==> src/rtl/weight_fetch_ctrl_pkg.sv <==
// Shared types and constants for the weight fetch controller: layer modes,
// FSM states, per-mode beat counts and the read credit depth.
package weight_fetch_ctrl_pkg;

  typedef enum logic [1:0] {
    MODE1 = 2'd0,
    MODE2 = 2'd1,
    MODE3 = 2'd2,
    MODE4 = 2'd3
  } op_mode_t;

  typedef enum logic [1:0] {
    IDLE  = 2'd0,
    FETCH = 2'd1,
    DRAIN = 2'd2,
    DONE  = 2'd3
  } fetch_state_t;

  localparam int BEATS_MODE12 = 88;
  localparam int BEATS_MODE3  = 20;
  localparam int BEATS_MODE4  = 12;
  localparam int CREDIT_DEPTH = 4;

  localparam int CNT_W    = 7;
  localparam int CREDIT_W = 3;
  localparam int WORD_W   = 64;

  function automatic logic [CNT_W-1:0] beat_count(input op_mode_t mode);
    case (mode)
      MODE3:   beat_count = CNT_W'(BEATS_MODE3);
      MODE4:   beat_count = CNT_W'(BEATS_MODE4);
      default: beat_count = CNT_W'(BEATS_MODE12);
    endcase
  endfunction

endpackage

==> src/rtl/weight_fetch_ctrl_fifo.sv <==
// Small synchronous FIFO holding returned read beats until the weight buffer
// takes them; flush empties it in one cycle.
module sync_fifo #(
  parameter int WIDTH = 64,
  parameter int DEPTH = 4,
  localparam int PTR_W = $clog2(DEPTH),
  localparam int CNT_W = $clog2(DEPTH + 1)
) (
  input  logic             clk,
  input  logic             rst_n,
  input  logic             flush,
  input  logic             push,
  input  logic [WIDTH-1:0] push_data,
  input  logic             pop,
  output logic [WIDTH-1:0] head,
  output logic [CNT_W-1:0] count,
  output logic             not_empty
);

  logic [WIDTH-1:0] mem [DEPTH];
  logic [PTR_W-1:0] rd_ptr;
  logic [PTR_W-1:0] wr_ptr;
  logic             do_push;
  logic             do_pop;

  function automatic logic [PTR_W-1:0] next_ptr(input logic [PTR_W-1:0] p);
    return (p == PTR_W'(DEPTH - 1)) ? '0 : p + PTR_W'(1);
  endfunction

  assign not_empty = (count != '0);
  assign do_push   = push && (count != CNT_W'(DEPTH));
  assign do_pop    = pop && not_empty;
  assign head      = mem[rd_ptr];

  always_ff @(posedge clk) begin
    if (!rst_n || flush) begin
      rd_ptr <= '0;
      wr_ptr <= '0;
      count  <= '0;
    end else begin
      if (do_push) wr_ptr <= next_ptr(wr_ptr);
      if (do_pop)  rd_ptr <= next_ptr(rd_ptr);
      case ({do_push, do_pop})
        2'b10:   count <= count + CNT_W'(1);
        2'b01:   count <= count - CNT_W'(1);
        default: count <= count;
      endcase
    end
  end

  // Storage needs no reset; the pointers and count define what is valid.
  always_ff @(posedge clk) begin
    if (do_push) mem[wr_ptr] <= push_data;
  end

endmodule

==> src/rtl/weight_fetch_ctrl.sv <==
// Fetches one filter set of 64-bit weight words from memory under a 4-deep
// read credit and streams them to the weight buffer in order.
module weight_fetch_ctrl
  import weight_fetch_ctrl_pkg::*;
(
  input  logic        clk,
  input  logic        rst_n,
  input  op_mode_t    mode_in,
  input  logic        start,
  input  logic [31:0] base_addr,
  input  logic        abort,
  output logic        mem_rd_req,
  output logic [31:0] mem_rd_addr,
  input  logic        mem_rd_gnt,
  input  logic        mem_rd_rvalid,
  input  logic [63:0] mem_rd_rdata,
  input  logic        wb_mem_req,
  output logic        mem_data_valid,
  output logic [63:0] weight_data,
  output logic        busy,
  output logic        done
);

  fetch_state_t        state;
  op_mode_t            mode_q;
  logic [31:0]         base_q;
  logic [CNT_W-1:0]    issued;
  logic [CNT_W-1:0]    delivered;
  logic [CNT_W-1:0]    total;
  logic [CREDIT_W-1:0] outstanding;
  logic [CREDIT_W-1:0] abort_cnt;
  logic [CREDIT_W-1:0] fifo_count;
  logic                fifo_not_empty;
  logic [WORD_W-1:0]   fifo_head;

  logic                grant;
  logic                rv_live;
  logic                rv_drop;
  logic                pop;
  logic [CNT_W-1:0]    issued_nxt;
  logic [CNT_W-1:0]    delivered_nxt;
  logic [CREDIT_W-1:0] outstanding_nxt;
  logic [CREDIT_W-1:0] fifo_count_nxt;
  logic [CREDIT_W-1:0] abort_cnt_nxt;
  logic [CREDIT_W:0]   credit_used;
  logic                req_nxt;
  logic [31:0]         addr_nxt;

  assign total   = beat_count(mode_q);
  assign grant   = mem_rd_req && mem_rd_gnt;
  // Beats still owed to an aborted fetch are swallowed before any new fetch starts.
  assign rv_drop = mem_rd_rvalid && (abort_cnt != '0);
  assign rv_live = mem_rd_rvalid && (abort_cnt == '0);
  assign pop     = mem_data_valid;

  assign mem_data_valid = fifo_not_empty && wb_mem_req;
  assign weight_data    = fifo_not_empty ? fifo_head : '0;

  sync_fifo #(
    .WIDTH (WORD_W),
    .DEPTH (CREDIT_DEPTH)
  ) u_resp_fifo (
    .clk       (clk),
    .rst_n     (rst_n),
    .flush     (abort),
    .push      (rv_live),
    .push_data (mem_rd_rdata),
    .pop       (pop),
    .head      (fifo_head),
    .count     (fifo_count),
    .not_empty (fifo_not_empty)
  );

  always_comb begin
    issued_nxt      = grant ? issued + CNT_W'(1) : issued;
    delivered_nxt   = pop ? delivered + CNT_W'(1) : delivered;
    outstanding_nxt = outstanding;
    if (grant && !rv_live)      outstanding_nxt = outstanding + CREDIT_W'(1);
    else if (!grant && rv_live) outstanding_nxt = outstanding - CREDIT_W'(1);
    fifo_count_nxt = fifo_count;
    if (rv_live && !pop)      fifo_count_nxt = fifo_count + CREDIT_W'(1);
    else if (!rv_live && pop) fifo_count_nxt = fifo_count - CREDIT_W'(1);
    abort_cnt_nxt = rv_drop ? abort_cnt - CREDIT_W'(1) : abort_cnt;
    // Every issued beat holds a credit until the weight buffer takes it, so the FIFO cannot overflow.
    credit_used = {1'b0, outstanding_nxt} + {1'b0, fifo_count_nxt};
    req_nxt     = (issued_nxt < total) && (credit_used < (CREDIT_W + 1)'(CREDIT_DEPTH));
    addr_nxt    = base_q + {22'd0, issued_nxt, 3'b000};
  end

  always_ff @(posedge clk) begin
    if (!rst_n) begin
      state       <= IDLE;
      mode_q      <= MODE1;
      base_q      <= '0;
      issued      <= '0;
      delivered   <= '0;
      outstanding <= '0;
      abort_cnt   <= '0;
      mem_rd_req  <= 1'b0;
      mem_rd_addr <= '0;
      busy        <= 1'b0;
      done        <= 1'b0;
    end else if (abort) begin
      state       <= IDLE;
      issued      <= '0;
      delivered   <= '0;
      outstanding <= '0;
      abort_cnt   <= abort_cnt_nxt + outstanding_nxt;
      mem_rd_req  <= 1'b0;
      mem_rd_addr <= '0;
      busy        <= 1'b0;
      done        <= 1'b0;
    end else begin
      issued      <= issued_nxt;
      delivered   <= delivered_nxt;
      outstanding <= outstanding_nxt;
      abort_cnt   <= abort_cnt_nxt;
      done        <= 1'b0;
      case (state)
        IDLE: begin
          if (start && (abort_cnt == '0)) begin
            state       <= FETCH;
            mode_q      <= mode_in;
            base_q      <= base_addr;
            issued      <= '0;
            delivered   <= '0;
            outstanding <= '0;
            busy        <= 1'b1;
            mem_rd_req  <= 1'b1;
            mem_rd_addr <= base_addr;
          end
        end
        FETCH: begin
          if (grant && (issued == total - CNT_W'(1))) begin
            state       <= DRAIN;
            mem_rd_req  <= 1'b0;
            mem_rd_addr <= '0;
          end else begin
            mem_rd_req  <= req_nxt;
            mem_rd_addr <= req_nxt ? addr_nxt : '0;
          end
        end
        DRAIN: begin
          if (delivered_nxt == total) begin
            state <= DONE;
            done  <= 1'b1;
          end
        end
        DONE: begin
          state <= IDLE;
          busy  <= 1'b0;
        end
        default: state <= IDLE;
      endcase
    end
  end

endmodule

==> config.mk <==
export PLATFORM = sky130hd
export DESIGN_NAME = weight_fetch_ctrl
export DESIGN_NICKNAME = d
export VERILOG_FILES = /design/src/rtl/weight_fetch_ctrl_pkg.sv /design/src/rtl/weight_fetch_ctrl_fifo.sv /design/src/rtl/weight_fetch_ctrl.sv
export SDC_FILE = /design/constraint.sdc
export NUM_CORES = 1
export LEC_CHECK = 0
export BUFFER_PORTS_ARGS = -buffer_cell sky130_fd_sc_hd__buf_2
export CAP_MARGIN = 40
export CORE_MARGIN = 4
export CORE_UTILIZATION = 30
export CTS_CLUSTER_SIZE = 20
export DETAILED_ROUTE_END_ITERATION = 10
export GPL_TIMING_DRIVEN = 0
export PLACE_DENSITY_LB_ADDON = 0.15
export SLEW_MARGIN = 40
export SYNTH_ARGS = -nofsm -noshare
export SYNTH_HDL_FRONTEND = slang
export SYNTH_SLANG_ARGS = --single-unit
==> constraint.sdc <==
create_clock -name clk -period 5.9 [get_ports clk]
set_clock_uncertainty 0.2 [all_clocks]
set_input_delay 0.885 -clock clk [delete_from_list [all_inputs] [get_ports clk]]
set_output_delay 0.885 -clock clk [all_outputs]
set_load 0.1 [all_outputs]
; Word level (Yosys, flattened, before mapping)
; Memory sizes are Yosys's and may differ from the RTL's. A register that Yosys moved wholly into a read port is not among the register bits.
; Cells that the tools add are included.
[word_totals]
ram_bits = 256
reg_bits = 98
word_cells = 115
output_inout_bits = 100
input_bits = 105
memories = 1
[memory_table]
columns = memory, depth, width, read_ports, rd_ports_with_merged_regs, wr, line
row1 = u_resp_fifo.mem, 4, 64, 1, 1, 1, weight_fetch_ctrl_fifo.sv:20  ; logic [WIDTH-1:0] mem [DEPTH];
[classes]
bitwise = 3
n_mux = 36
n_lt_le_gt_ge = 2
n_addsub = 13
n_eq_ne = 15
reduce_logical = 31
[op_table]
columns = op, count
row1 = 32-bit 2-to-1 mux, 3
row2 = 64-bit 2-to-1 mux, 1
row3 = 32-bit one-hot mux with 2 select lines, 1
row4 = 7-bit 2-to-1 mux, 6
row5 = 32-bit by 10-bit adder with 32-bit output, 1
row6 = 3-bit 2-to-1 mux, 8
row7 = 7-bit by 1-bit adder with 7-bit output (second input constant), 2
row8 = 2-bit equality test (second input constant), 7
row9 = 7-bit equality test, 2
row10 = 2-bit 2-to-1 mux, 7
row11 = 7-bit one-hot mux with 2 select lines, 1
row12 = 1-bit logical AND, 13
row13 = 3-bit by 1-bit subtractor with 3-bit output (second input constant), 3
row14 = 2-bit one-hot mux with 4 select lines, 1
row15 = 7-bit < comparator, 1
row16 = 7-bit by 1-bit subtractor with 7-bit output (second input constant), 1
row17 = 3-bit by 1-bit adder with 3-bit output (second input constant), 2
row18 = 2-bit != test (second input constant), 3
row19 = 3-bit one-hot mux with 2 select lines, 1
row20 = 3-bit AND reduction, 2
row21 = 2-bit nonzero test, 3
row22 = 3-bit nonzero test, 2
row23 = 1-bit 2-to-1 mux, 5
row24 = 2-bit by 1-bit adder with 2-bit output (second input constant), 2
row25 = other kinds (14), 22

; Depth between registers and ports, before layout
[depth]
depth_word = 12
depth_mapped = 15
mapped_depth_nobuf = 14

; Cells and area by module
; Synthesis repeated with hierarchy kept, for this count alone.
[unflattened]
cells_unflattened = 1112
area_unflattened_um2 = 15548.7
[by_module_without_submodules]
columns = module, n_inst, seq_area_each_um2, cells_each, area_per_inst_um2
row1 = sync_fifo, 1, 7867.5, 387, 9790.6
row2 = weight_fetch_ctrl, 1, 1821.7, 725, 5758.0

; Worst setup path after synthesis
; Ideal clock, no wire load.
[synth_timing]
path_kind = register -> register
start = register mem_rd_req
end = register mem_rd_addr[19]
setup_ns = 0.092
stages_incl_launch_ff = 12
n_path_buf = 0
required_ns = 5.608
arrival_ns = 3.376
setup_slack_ns = 2.232
period_less_slack_ns = 3.668
cell_sequence = dfxtp_1 > nand2_2 > xnor2_1 > ha_1 > fa_1 > a211o_1 > a211oi_1 > nor2_1 > nand3_1 > xor2_1 > o21a_1 > nor4_1
[synth_between]
elab_chain_cells = 11
elab_cells_between_ends = 16
classes_between = add/sub: 2 / order compare: 2 / mux: 6 / reduce/logical: 6
[synth_lines]
columns = element, line
row1 = start: declaration, weight_fetch_ctrl.sv:12  ; output logic mem_rd_req,
row2 = start signal: assignment, weight_fetch_ctrl.sv:139  ; mem_rd_req <= req_nxt;
row3 = 1-bit logical AND *, weight_fetch_ctrl.sv:50  ; assign grant = mem_rd_req && mem_rd_gnt;
row4 = 1-bit logical NOT, weight_fetch_ctrl.sv:79  ; else if (!grant && rv_live) outstanding_nxt = outstanding - CREDIT_W'(1);
row5 = 1-bit logical AND, weight_fetch_ctrl.sv:79
row6 = 3-bit 2-to-1 mux, weight_fetch_ctrl.sv:79
row7 = 3-bit 2-to-1 mux, weight_fetch_ctrl.sv:78  ; if (grant && !rv_live) outstanding_nxt = outstanding + CREDIT_W'(1);
row8 = 3-bit by 3-bit adder with 4-bit output, weight_fetch_ctrl.sv:85  ; credit_used = {1'b0, outstanding_nxt} + {1'b0, fifo_count_nxt};
row9 = 4-bit by 3-bit < comparator with 1-bit output, weight_fetch_ctrl.sv:86  ; req_nxt = (issued_nxt < total) && (credit_used < (CREDIT_W + 1)'(CREDIT_DEPTH));
row10 = 1-bit logical AND, weight_fetch_ctrl.sv:86
row11 = 32-bit 2-to-1 mux, weight_fetch_ctrl.sv:140  ; mem_rd_addr <= req_nxt ? addr_nxt : '0;
row12 = 32-bit 2-to-1 mux *, weight_fetch_ctrl.sv:134  ; if (grant && (issued == total - CNT_W'(1))) begin
row13 = 32-bit one-hot mux with 2 select lines *, weight_fetch_ctrl.sv:119  ; case (state)
row14 = end signal: assignment, weight_fetch_ctrl.sv:130  ; mem_rd_addr <= base_addr;
row15 = end signal: assignment, weight_fetch_ctrl.sv:140
row16 = end: declaration, weight_fetch_ctrl.sv:13  ; output logic [31:0] mem_rd_addr,
; Mark *: on every way between the ends. The rest lies on a longest branch, timed or not.
; A chain may end at the register's enable or synchronous reset.

; Worst setup path after layout
[layout_timing]
start = register u_resp_fifo.count[0]
end = output port weight_data[59]
[layout_between]
elab_chain_cells = 2
[layout_lines]
columns = element, line
row1 = start: declaration, weight_fetch_ctrl_fifo.sv:16  ; output logic [CNT_W-1:0] count,
row2 = start signal: assignment, weight_fetch_ctrl_fifo.sv:44  ; 2'b10: count <= count + CNT_W'(1);
row3 = start signal: assignment, weight_fetch_ctrl_fifo.sv:45  ; 2'b01: count <= count - CNT_W'(1);
row4 = start signal: assignment, weight_fetch_ctrl_fifo.sv:46  ; default: count <= count;
row5 = 3-bit nonzero test, weight_fetch_ctrl_fifo.sv:30  ; assign not_empty = (count != '0);
row6 = 64-bit 2-to-1 mux, weight_fetch_ctrl.sv:57  ; assign weight_data = fifo_not_empty ? fifo_head : '0;
row7 = end: declaration, weight_fetch_ctrl.sv:19  ; output logic [63:0] weight_data,
; Every way passes these cells.

==> results.txt <==
The flow ran to the end, and the final reports show no timing, DRC or antenna violations. The number of antenna-violating nets in the routed design is 0. Power spread over the standard cell area amounts to 431 nW/µm².

The aggregate global-route resource usage is 13.7%. The DRC violations left is 0. The x dimension of the die came out at 233 µm. At the end of the flow, the number of nets in the layout was 1465. From bottom edge to top edge, the die measures 233 µm. The Yosys step of the flow raised 0 warnings. The worst setup path is launched from a flop.

The number of endpoints with negative hold slack in the final report was 0. The flip-flop and latch count after synthesis is 356. For this run, the top clock speed supported by timing is 238 MHz. The number of distinct library cells after synthesis came out at 60.

The estimated wirelength of the detail-placed design is 26.0 mm. The largest single stage delay on the critical path is 570 ps. Of the available clock period, the critical path in the final layout requires 71.1%.

The total iterations of the first detailed-routing run came out at 4. The beginning of the worst register-to-register path is u_resp_fifo.count[0]. In this run the count of I/O pins placed on the die edge is 205. For the worst-skew pair, the clock arrives at the later sink with an insertion delay of 550 ps.

The number of nets produced by synthesis came out at 1211. Entering global routing, the biggest net connects 30 pins. The static leakage power is 0.00695 µW.

Setup repair after global routing left no endpoint under its margin. The worst hold path belongs to the class flop to flop. The cell area that synthesis handed to floorplanning was 15200 µm². Cells with a size suffix above 1 make up 27.1% of the layout. The number of DRC markers after the initial detailed-route iteration is 394. At the worst endpoint, the arrival time is 3110 ps. The count of cell instances traversed by the critical path came out at 7. The count of buffer and inverter cells on the critical path came out at 4. The die outline area came out at 54300 µm².

Global routing finished with a remaining overflow of 0. The initial cell density of the core is 30.3%. The number of instances in the synthesized netlist came out at 1071. The number of max-slew violations in the final report is 0. The number of H-tree levels is 2. The via count is 9414. The number of enable-type register cells in the synthesized netlist came out at 256. The wire length of the first global-routing pass came out at 57.7 mm. The depth of the worst register-to-register path came out at 15. The post-route core utilization is 37.0%. The setup path with the least slack is of type flop to output pin.

The register clock-pin slew on the reported worst setup and hold paths is 60 ps. The largest individual stage delay along the critical path comes from the cell clkbuf_1. The cell family contributing the most delay on the critical path is buffers and inverters. Tracing the worst setup path back leads to its startpoint at u_resp_fifo.count[0].

The fraction of post-synthesis cell area in the top cell type by area is 50.6%. CTS placed an instance of clkbuf_16 at the clock tree root. For the pin with the worst max-slew slack, the measured transition is 736 ps. The maximum clock insertion buffer count came out at 3.

By instance count, the cell type seen most on the critical path is clkbuf_1. The number of core rows is 82. The number of global-route vias before repair is 9911.

The post-CTS resize count came out at 0. The sequential cell area fraction in the yosys report came out at 63.8%. The largest fanout on the critical path came out at 10. For the final routed database, the setup TNS stands at 0 ps. The worst-case vdd ir drop is 0.228 mV. The TritonCTS clock tree is yes.

The leading area contributor after synthesis is edfxtp_1. The critical path capture point type is an output pin. The average size of a mapped cell is 14.2 µm². The final critical-path required period is 4190 ps. For flop-to-flop paths, the worst setup slack is 2430 ps. Among all flip-flop cells after synthesis, the most frequent one is edfxtp_1.

Counting the fill cells in the layout gives 4952. Walking the worst path, the cells encountered are inv_1 -> ha_1 -> nand2b_4 -> clkbuf_1 -> clkbuf_1 -> and2_1 -> buf_2. The congestion estimate from routability-driven global placement came to 0.811. The routed via count divided by cell count came out at 4.65. The core area is 50100 µm². The normalized max-slew margin came out at 50.9%. The number of clock buffers inserted by TritonCTS is 41. Setup violations remaining at the end of the flow were counted as 0. Buffers placed on the I/O ports in this run total 203. The worst slack at placement came out at 1780 ps. Ranked by total cell area, the synthesized netlist is headed by edfxtp_1 (51%), dfxtp_1 (13%), mux4_2 (9.5%), and2_1 (2.7%), ha_1 (2.7%).

The number of max-cap violations came out at 0. The average wire per standard cell is 18.6 µm. The data required time of the critical path came out at 4820 ps. Counting flops with an async set or reset pin after synthesis yields a share of 0%. The endpoint identified for the worst register-to-register timing path is mem_rd_addr[7]. The clock sink count came out at 356.

Following the worst setup path forward leads to its endpoint at weight_data[59]. From synthesis to final layout, the design area changed by 21.9%. The total of hold buffers inserted after clock tree synthesis is 0. The number of antenna violations at the first check in global routing came out at 8. The overall routed net length came out at 37.7 mm. The post-CTS setup buffer count is 0. The worst path setup slack after routing came out at 1710 ps.
==> where the power goes <==
part,switching [µW],total (µW),internal [µW]
registers,88.6,3020,2930
clock network,1010,2450,1440
logic,1910,2510,604
total,3000,7980,4970
==> registers in the layout, indices dropped and copies added (netlist names), named ones only <==
register and count:
u_resp_fifo.rd_ptr 2, abort_cnt 3, u_resp_fifo.wr_ptr 2, u_resp_fifo.mem 256
base_q 32, mem_rd_req 1, mem_rd_addr 32, delivered 7
busy 1, mode_q 2, state 2, issued 7
done 1, u_resp_fifo.count 3, outstanding 3
==> metal layers <==
layer	track usage (%)	share of wire (%)	up-vias
met2	23.2	48	205
li1	-	-	4519
met4	3.49	1.9	14
met3	4.10	6.2	59
met5	0	0.20	-
met1	17.4	44	4617
==> worst min path at each step <==
stage / start / endpoint / slack [ps] / cells past startpoint
final: base_q[0] / base_q[0] / 260 / 2
after global routing: base_q[0] / base_q[0] / 290 / 2
after CTS: base_q[0] / base_q[0] / 270 / 2
after detailed placement: base_q[0] / base_q[0] / 260 / 2
after global placement: base_q[0] / base_q[0] / 250 / 2
after floorplan: base_q[0] / base_q[0] / 240 / 2
==> layout by cell type, fill, tap and decap left out, types with 35 or more instances in the layout <==
master / instances
mux4_2: 64
a21boi_0: 53
clkbuf_1: 50
and2_1: 66
dfxtp_1: 100
edfxtp_1: 256
nor2_1: 35
nand2_1: 100
clkbuf_16: 43
buf_2: 218
==> area by class of cell <==
class | instances | area (µm²) | area share (%)
multi-input combinational | 630 | 5180 | 28.0
timing repair buffer | 211 | 1180 | 6.35
buffer | 58 | 243 | 1.31
inverter | 27 | 101 | 0.547
sequential | 356 | 9690 | 52.3
antenna | 1 | 2.50 | 0.0135
clock inverter | 14 | 150 | 0.811
tap | 672 | 841 | 4.54
clock buffer | 55 | 1130 | 6.11
==> worst register-to-register path: stages (launching register included) <==
cell	delay [ps]
dfxtp_1	380
inv_1	90
ha_1	280
nand2b_4	130
nand2_2	120
inv_2	70
buf_2	200
nor2_1	100
a21oi_1	180
xnor2_1	150
ha_1	250
nor4_1	300
nand4b_1	290
buf_2	280
a2bb2oi_1	200
a21oi_1	170
==> metrics by stage <==
step	total power, µW	std cells	instance area [µm²]	hold WS, ps
global placement	5590	1946	17000	253
finish	7980	2024	18500	263
floorplan	5020	1071	15200	243
global route	8370	2023	18500	292
detailed placement	5610	1954	17200	259
CTS	8110	2023	18500	267
==> cells in the mapped netlist, types with 2 or more instances <==
cell         n
or3_1        2
a2bb2oi_1   12
ha_1        33
nand2_1    100
o21ai_1     23
nor4_1       5
inv_2        2
o21a_1       4
a21boi_0    53
fa_1         2
nor3_1       8
mux2i_1      2
nand2b_1     3
and3b_1      3
mux4_2      64
and4_1       4
a211oi_1     3
buf_2       15
o31ai_1      2
nand4b_1     2
nand3_1     27
clkbuf_1    41
nand2_2      2
dfxtp_1    100
nor2_1      35
xor2_1      33
o211a_1     22
xnor2_1     15
a21oi_1     34
inv_1       25
nor3b_1      4
a32oi_1      2
edfxtp_1   256
and3_1      14
o21ai_0     16
nand4_1      6
nor2b_1      7
a21o_1       3
and2_1      66
==> cells by family after synthesis <==
group / after synthesis / synth area share, %
compound gates: 183 / 8.39
xor+xnor: 48 / 2.77
fa+ha+maj: 35 / 2.98
buf+inv: 85 / 2.25
flops: 356 / 63.8
mux: 67 / 9.70
simple gates: 297 / 10.1
(Power assumes the default switching activity.)
